===== src/rtl/pcs_rx_link_ctrl.sv =====
// ----------------------------------------------------------------------------
// pcs_rx_link_ctrl
//
// Receive-side link controller between the PMA and the PCS receive path.
// Conditions the raw PMA signal detect toward the code-group sync block and
// watches its sync status. Once sync is held, the link is qualified by a run
// of even-aligned K28.5 code groups followed by a link timer. Only then is
// SUDI passed downstream. On loss of sync the link is dropped, the event is
// counted, and the controller holds off before it resequences.
//
// Optional build macro:
//   LINK_LOSS_CNT_EN : when defined, a saturating link-loss counter is built.
//                      When undefined, link_loss_cnt is tied to zero.
//
// Ports:
//   clock             in   single clock, all state on rising edge
//   mr_main_reset     in   asynchronous active-low reset
//   signal_detect_in  in   raw PMA signal detect
//   mr_loopback       in   loopback mode, forces signal present
//   mr_restart        in   management restart request (level)
//   code_sync_status  in   1 = sync block is synchronized
//   rx_even           in   1 = current code group is in even position
//   sudi_in[9:0]      in   code group from sync block
//   signal_detect     out  conditioned signal detect to sync block
//   link_status       out  1 = link up
//   rx_enable         out  receive path enabled
//   sudi_out[9:0]     out  gated SUDI, one cycle behind sudi_in
//   sudi_out_valid    out  qualifies sudi_out
//   link_state[2:0]   out  current FSM state encoding
//   link_loss_cnt     out  saturating link-loss event count
// ----------------------------------------------------------------------------
module pcs_rx_link_ctrl #(
    parameter int IDLE_MATCH     = 4,
    parameter int LINK_TIMER_MAX = 16,
    parameter int HOLDOFF_CYCLES = 8,
    parameter int LOSS_CNT_W     = 8
) (
    input  logic                  clock,
    input  logic                  mr_main_reset,
    input  logic                  signal_detect_in,
    input  logic                  mr_loopback,
    input  logic                  mr_restart,
    input  logic                  code_sync_status,
    input  logic                  rx_even,
    input  logic [9:0]            sudi_in,
    output logic                  signal_detect,
    output logic                  link_status,
    output logic                  rx_enable,
    output logic [9:0]            sudi_out,
    output logic                  sudi_out_valid,
    output logic [2:0]            link_state,
    output logic [LOSS_CNT_W-1:0] link_loss_cnt
);

    // The same timer serves LINK_TIMER and HOLDOFF, so it must fit both.
    localparam int LT_W  = $clog2(LINK_TIMER_MAX + 1);
    localparam int HO_W  = $clog2(HOLDOFF_CYCLES + 1);
    localparam int TMR_W = (LT_W > HO_W) ? LT_W : HO_W;
    localparam int IDL_W = $clog2(IDLE_MATCH + 1);

    localparam logic [TMR_W-1:0] TMR_ZERO = {TMR_W{1'b0}};
    localparam logic [TMR_W-1:0] TMR_ONE  = TMR_W'(1);
    localparam logic [TMR_W-1:0] LT_LAST  = TMR_W'(LINK_TIMER_MAX - 1);
    localparam logic [TMR_W-1:0] HO_LAST  = TMR_W'(HOLDOFF_CYCLES - 1);
    localparam logic [IDL_W-1:0] IDL_ZERO = {IDL_W{1'b0}};
    localparam logic [IDL_W-1:0] IDL_ONE  = IDL_W'(1);
    localparam logic [IDL_W-1:0] IDL_LAST = IDL_W'(IDLE_MATCH - 1);

    typedef enum logic [2:0] {
        ST_DISABLED   = 3'd0,
        ST_WAIT_SYNC  = 3'd1,
        ST_IDLE_CHECK = 3'd2,
        ST_LINK_TIMER = 3'd3,
        ST_LINK_UP    = 3'd4,
        ST_HOLDOFF    = 3'd5
    } state_t;

    // K28.5 in either running disparity.
    function automatic logic is_k28_5(input logic [9:0] cg);
        return (cg == 10'b0011111010) || (cg == 10'b1100000101);
    endfunction

    state_t           r_state;
    logic [TMR_W-1:0] r_timer;
    logic [IDL_W-1:0] r_idle_cnt;
    logic             r_signal_detect;
    logic             r_link_status;
    logic             r_rx_enable;
    logic [9:0]       r_sudi_out;
    logic             r_sudi_out_valid;

    state_t           w_next_state;
    logic [TMR_W-1:0] w_next_timer;
    logic [IDL_W-1:0] w_next_idle_cnt;
    logic             w_sig_ok;
    logic             w_k28_5;

    assign w_sig_ok = signal_detect_in | mr_loopback;
    assign w_k28_5  = is_k28_5(sudi_in);

    // Next-state, timer and idle-run counter decode.
    always_comb begin
        w_next_state    = r_state;
        w_next_timer    = TMR_ZERO;
        w_next_idle_cnt = IDL_ZERO;
        if (!w_sig_ok) begin
            w_next_state = ST_DISABLED;
        end else if (mr_restart && (r_state != ST_DISABLED)) begin
            // Holding restart keeps the holdoff timer at zero.
            w_next_state = ST_HOLDOFF;
        end else begin
            case (r_state)
                ST_DISABLED: begin
                    w_next_state = ST_WAIT_SYNC;
                end
                ST_WAIT_SYNC: begin
                    if (code_sync_status) begin
                        w_next_state = ST_IDLE_CHECK;
                    end else begin
                        w_next_state = ST_WAIT_SYNC;
                    end
                end
                ST_IDLE_CHECK: begin
                    w_next_idle_cnt = r_idle_cnt;
                    if (!code_sync_status) begin
                        w_next_state = ST_WAIT_SYNC;
                    end else if (rx_even) begin
                        if (!w_k28_5) begin
                            w_next_idle_cnt = IDL_ZERO;
                        end else if (r_idle_cnt == IDL_LAST) begin
                            // This K28.5 completes the run.
                            w_next_state    = ST_LINK_TIMER;
                            w_next_idle_cnt = IDL_ZERO;
                        end else begin
                            w_next_idle_cnt = r_idle_cnt + IDL_ONE;
                        end
                    end else begin
                        w_next_idle_cnt = r_idle_cnt;
                    end
                end
                ST_LINK_TIMER: begin
                    if (!code_sync_status) begin
                        w_next_state = ST_WAIT_SYNC;
                    end else if (r_timer == LT_LAST) begin
                        w_next_state = ST_LINK_UP;
                    end else begin
                        w_next_timer = r_timer + TMR_ONE;
                    end
                end
                ST_LINK_UP: begin
                    if (!code_sync_status) begin
                        w_next_state = ST_HOLDOFF;
                    end else begin
                        w_next_state = ST_LINK_UP;
                    end
                end
                ST_HOLDOFF: begin
                    if (r_timer == HO_LAST) begin
                        w_next_state = ST_WAIT_SYNC;
                    end else begin
                        w_next_timer = r_timer + TMR_ONE;
                    end
                end
                default: begin
                    w_next_state = ST_DISABLED;
                end
            endcase
        end
    end

    // State, counters and registered outputs. Status outputs are decoded
    // from the next state so they line up with the state register.
    always_ff @(posedge clock or negedge mr_main_reset) begin
        if (!mr_main_reset) begin
            r_state          <= ST_DISABLED;
            r_timer          <= TMR_ZERO;
            r_idle_cnt       <= IDL_ZERO;
            r_signal_detect  <= 1'b0;
            r_link_status    <= 1'b0;
            r_rx_enable      <= 1'b0;
            r_sudi_out       <= 10'd0;
            r_sudi_out_valid <= 1'b0;
        end else begin
            r_state          <= w_next_state;
            r_timer          <= w_next_timer;
            r_idle_cnt       <= w_next_idle_cnt;
            r_signal_detect  <= (w_next_state != ST_DISABLED);
            r_link_status    <= (w_next_state == ST_LINK_UP);
            r_rx_enable      <= (w_next_state == ST_LINK_UP);
            r_sudi_out       <= r_rx_enable ? sudi_in : 10'd0;
            r_sudi_out_valid <= r_rx_enable;
        end
    end

`ifdef LINK_LOSS_CNT_EN
    logic                  w_loss_evt;
    logic [LOSS_CNT_W-1:0] r_loss_cnt;

    // Leaving LINK_UP for any reason except a restart is a loss.
    assign w_loss_evt = (r_state == ST_LINK_UP) &&
                        (!w_sig_ok || (!mr_restart && !code_sync_status));

    // Saturating link-loss counter, cleared only by reset.
    always_ff @(posedge clock or negedge mr_main_reset) begin
        if (!mr_main_reset) begin
            r_loss_cnt <= {LOSS_CNT_W{1'b0}};
        end else if (w_loss_evt && (r_loss_cnt != {LOSS_CNT_W{1'b1}})) begin
            r_loss_cnt <= r_loss_cnt + LOSS_CNT_W'(1);
        end else begin
            r_loss_cnt <= r_loss_cnt;
        end
    end

    assign link_loss_cnt = r_loss_cnt;
`else
    assign link_loss_cnt = {LOSS_CNT_W{1'b0}};
`endif

    assign signal_detect  = r_signal_detect;
    assign link_status    = r_link_status;
    assign rx_enable      = r_rx_enable;
    assign sudi_out       = r_sudi_out;
    assign sudi_out_valid = r_sudi_out_valid;
    assign link_state     = r_state;

endmodule


===== config.mk =====
export PLATFORM = sky130hd
export DESIGN_NAME = pcs_rx_link_ctrl
export DESIGN_NICKNAME = d
export VERILOG_FILES = /design/src/rtl/pcs_rx_link_ctrl.sv
export SDC_FILE = /design/constraint.sdc
export NUM_CORES = 1
export LEC_CHECK = 0
export BUFFER_PORTS_ARGS = -buffer_cell sky130_fd_sc_hd__buf_2
export CAP_MARGIN = 20
export CORE_MARGIN = 2
export CORE_UTILIZATION = 49
export CTS_CLUSTER_DIAMETER = 150
export CTS_CLUSTER_SIZE = 25
export DETAILED_ROUTE_END_ITERATION = 10
export MAX_ROUTING_LAYER = met4
export PLACE_DENSITY = 0.9
export RECOVER_POWER = 50
export SYNTH_ARGS = -nofsm -noshare
export SYNTH_HDL_FRONTEND = slang
export SYNTH_SLANG_ARGS = --single-unit

===== constraint.sdc =====
create_clock -name clock -period 2.15 [get_ports clock]
set_input_delay 0.215 -clock clock [delete_from_list [all_inputs] [get_ports clock]]
set_output_delay 0.215 -clock clock [all_outputs]
set_load 0.01 [all_outputs]

Word level (Yosys, flattened, before mapping)
Cells that the tools add are included.
- reductions and logical operators: 6
- eq/ne operators: 13
- add/sub/neg operators: 2
- muxes and demuxes: 26
- bitwise gates (word level): 1
- operators with widths (kind ; number):
    $mux 3 ; 16
    $mux 5 ; 5
    $pmux 3 s6 ; 1
    $eq 10x10->1 const B ; 1
    $eq 10x8->1 const B ; 1
    $mux 10 ; 1
    $pmux 5 s2 ; 1
    $eq 3x2->1 const B ; 3
    $eq 3x3->1 const B ; 3
    $ne 4x4->1 const B ; 2
    $reduce_bool 3->1 ; 2
    $add 5x1->5 const B ; 1
    $eq 5x3->1 const B ; 1
    $eq 5x4->1 const B ; 1
    $add 3x1->3 const B ; 1
    $eq 3x1->1 const B ; 1
    $logic_not 3->1 ; 1
    $mux 2 ; 1
    $reduce_and 2->1 ; 1
    $logic_and 1x1->1 ; 1
    $logic_or 1x1->1 ; 1
    $mux 1 ; 1
    $or 1x1->1 ; 1
- output and inout port bits: 25
- logic and storage cells: 55
- register bits: 24

Depth between registers and ports, before layout
Gate-level depths: netlist of the first run.
- depth in word-level cells: 9
- depth in mapped cells: 8
- mapped depth without buffers: 8

Worst setup path after synthesis of the first run
OpenSTA, ideal clock, no wires.
- path type: flip-flop to flip-flop
- from: register r_timer[0]
- to: register r_signal_detect (netlist: signal_detect)
- period minus slack after synthesis: 1.690 ns
- setup time: 0.072 ns
- required time: 2.078 ns
- stages on the path, launching flop included: 8
- arrival: 1.618 ns
- setup slack: 0.460 ns
- path through: dfrtp_1 -> ha_1 -> nand3_1 -> inv_1 -> ha_1 -> and3_1 -> or4_4 -> nand4b_1
- word-level cells in the longest chain between the ends: 7
- ends and longest elaborated chain (item ; line ; text):
    start: declaration ; 84 ; logic [TMR_W-1:0] r_timer;
    start signal: assignment ; 185 ; r_timer <= w_next_timer;
    $eq 5x4->1 ; 144 ; end else if (r_timer == LT_LAST) begin
    $mux 3 ; 144 ;
    $mux 3 ; 142 ; if (!code_sync_status) begin
    $pmux 3 s6 * ; 112 ; case (r_state)
    $mux 3 * ; 108 ; end else if (mr_restart && (r_state != ST_DISABLED)) begin
    $mux 3 * ; 106 ; if (!w_sig_ok) begin
    $reduce_bool 3->1 * ; 187 ; r_signal_detect <= (w_next_state != ST_DISABLED);
    end signal: assignment ; 187 ;
    end: declaration ; 86 ; logic r_signal_detect;
Mark *: on every way between the ends. The rest lies on a longest branch, timed or not.
A chain may end at the register's enable or synchronous reset.

Worst setup path after layout of the first run
Ends and elaborated chain as after synthesis.

==> results of run 1 <==
[cell families (layout without fill, tap and decap cells)]
logic type	after synthesis	count (layout)	share of synthesized area, %
AO/OA/AOI/OAI	19	19	10.5
other	1	8	0.296
buffers and inverters	21	47	10.2
adder cells (fa/ha/maj)	4	4	3.94
AND/OR/NAND/NOR	48	48	25.7
flip-flops	24	24	47.3
XOR/XNOR	3	3	2.07
[power by group through the flow]
stage / combinational, mW / sequential [mW] / clock, mW
6_report: 0.150 / 0.507 / 0.232
5_1_grt: 0.167 / 0.512 / 0.258
4_1_cts: 0.152 / 0.508 / 0.238
3_5_place_dp: 0.150 / 0.516 / 0
3_3_place_gp: 0.146 / 0.514 / 0
2_1_floorplan: 0.105 / 0.513 / 0
[state kept, by name, indices dropped and copies added, names as in the netlist]
name,count
sudi_out_valid,1
r_timer,5
rx_enable,1
signal_detect,1
sudi_out,10
r_idle_cnt,3
link_state,3
[critical path, cell delays in order (launching register included)]
cell and delay (ns):
dfrtp_1 0.42, ha_1 0.24, nand3_1 0.12, inv_1 0.05
ha_1 0.22, and3_1 0.20, or4_4 0.42, nand4b_1 0.10
[worst paths after layout]
check | start | to | slack, ns
max | r_timer[0] | signal_detect | 0.32
min reg2reg | r_timer[0] | r_timer[0] | 0.48
max in group asynchronous | mr_main_reset | rx_enable | 0.75
min | sudi_in[8] | sudi_out[8] | 0.14
min in group asynchronous | mr_main_reset | sudi_out_valid | 0.68
max reg2reg | r_timer[0] | signal_detect | 0.32
[cells in the mapped netlist (2+ instances only)]
master,instances
nor2b_1,3
nand3_1,2
ha_1,4
o21ai_1,3
and4b_1,2
dfrtp_1,24
o21ai_0,3
a21oi_1,3
and3_1,2
xnor2_1,2
nand2_1,4
buf_4,9
buf_6,2
nor3b_1,2
nor4_1,2
and2_1,11
inv_1,8
nor2_1,6
nand4b_1,3
nor3_1,2
[area by class of cell]
cell class,count,area [µm²],area share (%)
flip-flops and latches,24,601,41.5
well taps,30,37.5,2.59
clock buffers,4,36.3,2.51
repair buffers,34,174,12.0
inverters,9,33.8,2.33
multi-input cells,82,566,39.1
[per-stage QoR]
stage / power [mW] / worst slack (ns) / cell area (µm²) / hold slack (ns) / util [%]
2_1_floorplan: 0.618 / 0.460 / 1290 / -0.0806 / -
3_3_place_gp: 0.660 / 0.425 / 1400 / 0.214 / 57.1
3_5_place_dp: 0.666 / 0.330 / 1400 / 0.225 / 57.1
4_1_cts: 0.897 / 0.303 / 1450 / 0.133 / 59.0
5_1_grt: 0.937 / 0.212 / 1450 / 0.129 / 59.0
6_report: 0.889 / 0.317 / 1450 / 0.139 / 59.0
[metal layers]
metal,vias to the layer above,routed length (µm)
met2,35,1230
met1,478,962
met5,-,0
li1,467,-
met4,0,27
met3,4,123
==> impl_metrics.ini, run 1 <==
[outcome]
status = complete, no violations

[setup_path]
critPathArrivalTime_ns = 2.08
r2r_cells = 7
cp-end-kind = register
critical_path.startpoint_type = register
cp_max_fo = 4
critPathKind = reg2reg
required_ns = 2.40

[clock_tree]
cts_setup_buffers = 0
postCtsHoldBufs = 1
clk_latency_ns = 0.31
ctsRootBufferMaster = clkbuf_4
cts_tree = done
cts_resized = 0
h-tree-depth = 1
cts.path.max_buffers = 2
clock_sinks = 24
clk_transition_reported_paths_ns = 0.13
numCtsBuffers = 3

[pwr]
power_frac_clock_pct = 26.1
vdd_ir_drop_max_mv = 0.502
sw_frac_of_total_pct = 27.2
power_switching_uw = 242
pwr-share-seq_pct = 57.0
intPower_uw = 647
power_frac_comb_pct = 16.9
powerDensity_nw_per_um2 = 614
power_leakage_nw = 0.750

[yosys]
yosysTopAreaCell = dfrtp_1
synthFlopType = dfrtp_1
synthTopCellsByArea = dfrtp_1, and2_1, buf_4
avgSynthCellArea_um2 = 10.6
synth_area_um2 = 1270
synth_top_area_share_pct = 47.3
ys_ff_latch = 24
syn_inst = 120
synth.yosys.seq_area_share_pct = 47.3
yosysWarningCount = 0
synth_async_sr_flop_share_pct = 100
synth-edff-count = 0
synthDistinctLibCells = 43

[timing]
clock.fmax_mhz = 546
hold_viol_final = 0
rsz0062_at_grt = no
report.final.slew_viol_count = 0
fin_tns_setup_ns = 0
tightestPinTransition_ns = 1.24
skew_ns = 0.00324
finalCriticalPeriod_ns = 1.83
slew_headroom_pct = 17.6
setup_viol = 0
min_period_over_period_pct = 85.2

[job]
maxCapViolations = 0

[route]
wl_um = 2350
vias = 984
ant_nets = 0
detail_route.first_pass.iterations = 4
wl_per_cell_um = 12.8
viasPerCell = 5.38
drtIter0Drc = 27
post-route-drc-count = 0

[cells_and_area]
diodes = 0
nets = 175
stdcell_count = 183
drive_above_1_share_pct = 26.8
syn_to_final_growth_pct = 14.1
final_common_cell = buf_2
fillCellCount = 223
layout_common_cells = buf_2, dfrtp_1, and2_1, inv_1, conb_1

[floorplanning]
dieHeight_um = 54.9
die_w_um = 54.9
fp.dieArea_um2 = 3010
io_pins = 42
initial_utilization_pct = 51.7
core_area_um2 = 2450
row_count = 18

[global_route]
antenna_found_initial = 0
grtUsageTotal_pct = 18.2
met1_usage_pct = 21.3
grt_overflow_total = 0
grt_pass1_vias = 927
gr-usage-met3_pct = 2.46
top_usage_layer = met2
grt_max_degree = 25
grt_pass1_wl_um = 3810
use_met2_pct = 32.5

[placement]
dp.cells = 178
post-dp-hpwl_um = 1840
port_buffers = 33
gp_congestion = 0.885

[worst_hold_path]
min_path_cells = 2
min_path_type = in2reg
Power figures use the tool's default switching activity.
==> run 2: changes to the inputs <==
--- a/config.mk
+++ b/config.mk
@@ -7,6 +7,7 @@
 export LEC_CHECK = 0
 export BUFFER_PORTS_ARGS = -buffer_cell sky130_fd_sc_hd__buf_2
 export CAP_MARGIN = 20
+export CORE_ASPECT_RATIO = 1.5
 export CORE_MARGIN = 2
 export CORE_UTILIZATION = 49
 export CTS_CLUSTER_DIAMETER = 150
@@ -15,6 +16,7 @@
 export MAX_ROUTING_LAYER = met4
 export PLACE_DENSITY = 0.9
 export RECOVER_POWER = 50
+export SLEW_MARGIN = 25
 export SYNTH_ARGS = -nofsm -noshare
 export SYNTH_HDL_FRONTEND = slang
 export SYNTH_SLANG_ARGS = --single-unit
==> run 2 against run 1 <==
Net effect: via count up 0.10%; combinational power about the same; register-to-register slack better by 0.02 ns; wire length up 4.2%; sequential share of layout area down 0.25 points; first-iteration DRC count down 3.7%; maximum frequency up 0.95%; sequential power about the same; core utilization up 0.48 points; clock skew up 0.0011 ns; clock-buffer cell count down 1; critical endpoint unchanged; highest routed layer unchanged.
==> impl_metrics.ini, run 2 (same netlist as run 1, synthesis figures left out) <==
[outcome]
status = complete, no violations

[timing]
tightestPinTransition_ns = 1.22
min_period_over_period_pct = 84.4
skew_ns = 0.00438
slew_headroom_pct = 18.7
fin_tns_setup_ns = 0
rsz0062_at_grt = no
clock.fmax_mhz = 551
report.final.slew_viol_count = 0
finalCriticalPeriod_ns = 1.82
setup_viol = 0
worst_slack_ns = 0.335
hold_viol_final = 0
whs_ns = 0.123

[setup_path]
r2r-end = signal_detect
r2r-start = r_timer[0]
cp_max_fo = 4
critical_path.startpoint_type = register
required_ns = 2.41
r2r_cells = 7
cp-end-kind = register
reg2reg_slack_ns = 0.33
critPathArrivalTime_ns = 2.08
critPathKind = reg2reg

[clock_tree]
cts_setup_buffers = 0
cts_resized = 0
clk_latency_ns = 0.32
cts.path.max_buffers = 2
clk_transition_reported_paths_ns = 0.13
numCtsBuffers = 3
cts_tree = done
postCtsHoldBufs = 1
h-tree-depth = 1
ctsRootBufferMaster = clkbuf_4
clock_sinks = 24

[route]
post-route-drc-count = 0
drtIter0Drc = 26
wl_per_cell_um = 13.8
vias = 985
viasPerCell = 5.56
detail_route.first_pass.iterations = 4
ant_nets = 0
wl_um = 2440

[cells_and_area]
design_area_um2 = 1460
diodes = 0
final_util_pct = 59.4
largest_reg_flops = 10
drive_above_1_share_pct = 26.8
fillCellCount = 202
final_common_cell = buf_2
nets = 175
layout_common_cells = buf_2, dfrtp_1, inv_1, conb_1
stdcell_count = 177
syn_to_final_growth_pct = 14.8

[floorplanning]
io_pins = 42
fp.dieArea_um2 = 3020
initial_utilization_pct = 51.8
die_w_um = 45.5
core_area_um2 = 2450
row_count = 22
dieHeight_um = 66.3

[worst_hold_path]
hold_end = sudi_out[1]
holdCritStartpoint = sudi_in[1]
min_path_cells = 2
min_path_type = in2reg

[placement]
gp_congestion = 0.790
dp.cells = 172
pre_cts_ws_ns = 0.361
dpl-instance-area_um2 = 1400
port_buffers = 33
post-dp-hpwl_um = 1870

[pwr]
power_leakage_nw = 0.754
total_power_uw = 981
powerDensity_nw_per_um2 = 673
vdd_ir_drop_max_mv = 0.556

[global_route]
grt_pass1_wl_um = 4090
antenna_found_initial = 0
grt_pass1_vias = 976
grt_overflow_total = 0
grt_max_degree = 25
grtUsageTotal_pct = 18.8

[job]
maxCapViolations = 0
[run 2: changes by cell type in the layout (fill, tap and decap cells not counted)]
cell,delta
and2_0,+3
and2_1,-3
bufinv_16,+1
clkbuf_8,-1
[run 2: how the worst max path moves through the flow]
stage,start,endpoint,cells past startpoint
2_1_floorplan,r_timer[0],signal_detect,7
3_3_place_gp,r_timer[0],rx_enable,8
3_5_place_dp,r_timer[0],signal_detect,8
4_1_cts,r_timer[0],signal_detect,7
5_1_grt,r_timer[0],signal_detect,8
6_report,r_timer[0],signal_detect,7
[run 2: final cells by class]
type	instances	area, µm²	share of cell area, %
clock buffer	3	22.5	1.55
clock inverter	1	30.0	2.06
inverter	9	33.8	2.32
multi-input combinational	82	566	38.8
sequential	24	601	41.2
tap	24	30.0	2.06
timing repair buffer	34	174	11.9
[run 2: routing by layer]
layer / GRT usage (%) / vias to the layer above / wire, µm
met1: 17.8 / 500 / 914
met2: 34.9 / 13 / 1430
met4: 8.46 / 0 / 41
met3: 3.01 / 5 / 58
li1: - / 467 / -
met5: - / - / 0
[run 2: worst max-delay path, stage by stage (launching register included)]
cell,delay [ns]
dfrtp_1,0.42
ha_1,0.25
nand3_1,0.12
inv_1,0.06
ha_1,0.21
and3_1,0.19
or4_4,0.42
nand4b_1,0.11
[run 2: power breakdown]
part           switching [mW]  total, mW  internal, mW
sequential             0.0304      0.507         0.477
combinational          0.0830      0.150        0.0671
clock                   0.135      0.324         0.189
total                   0.248      0.981         0.732
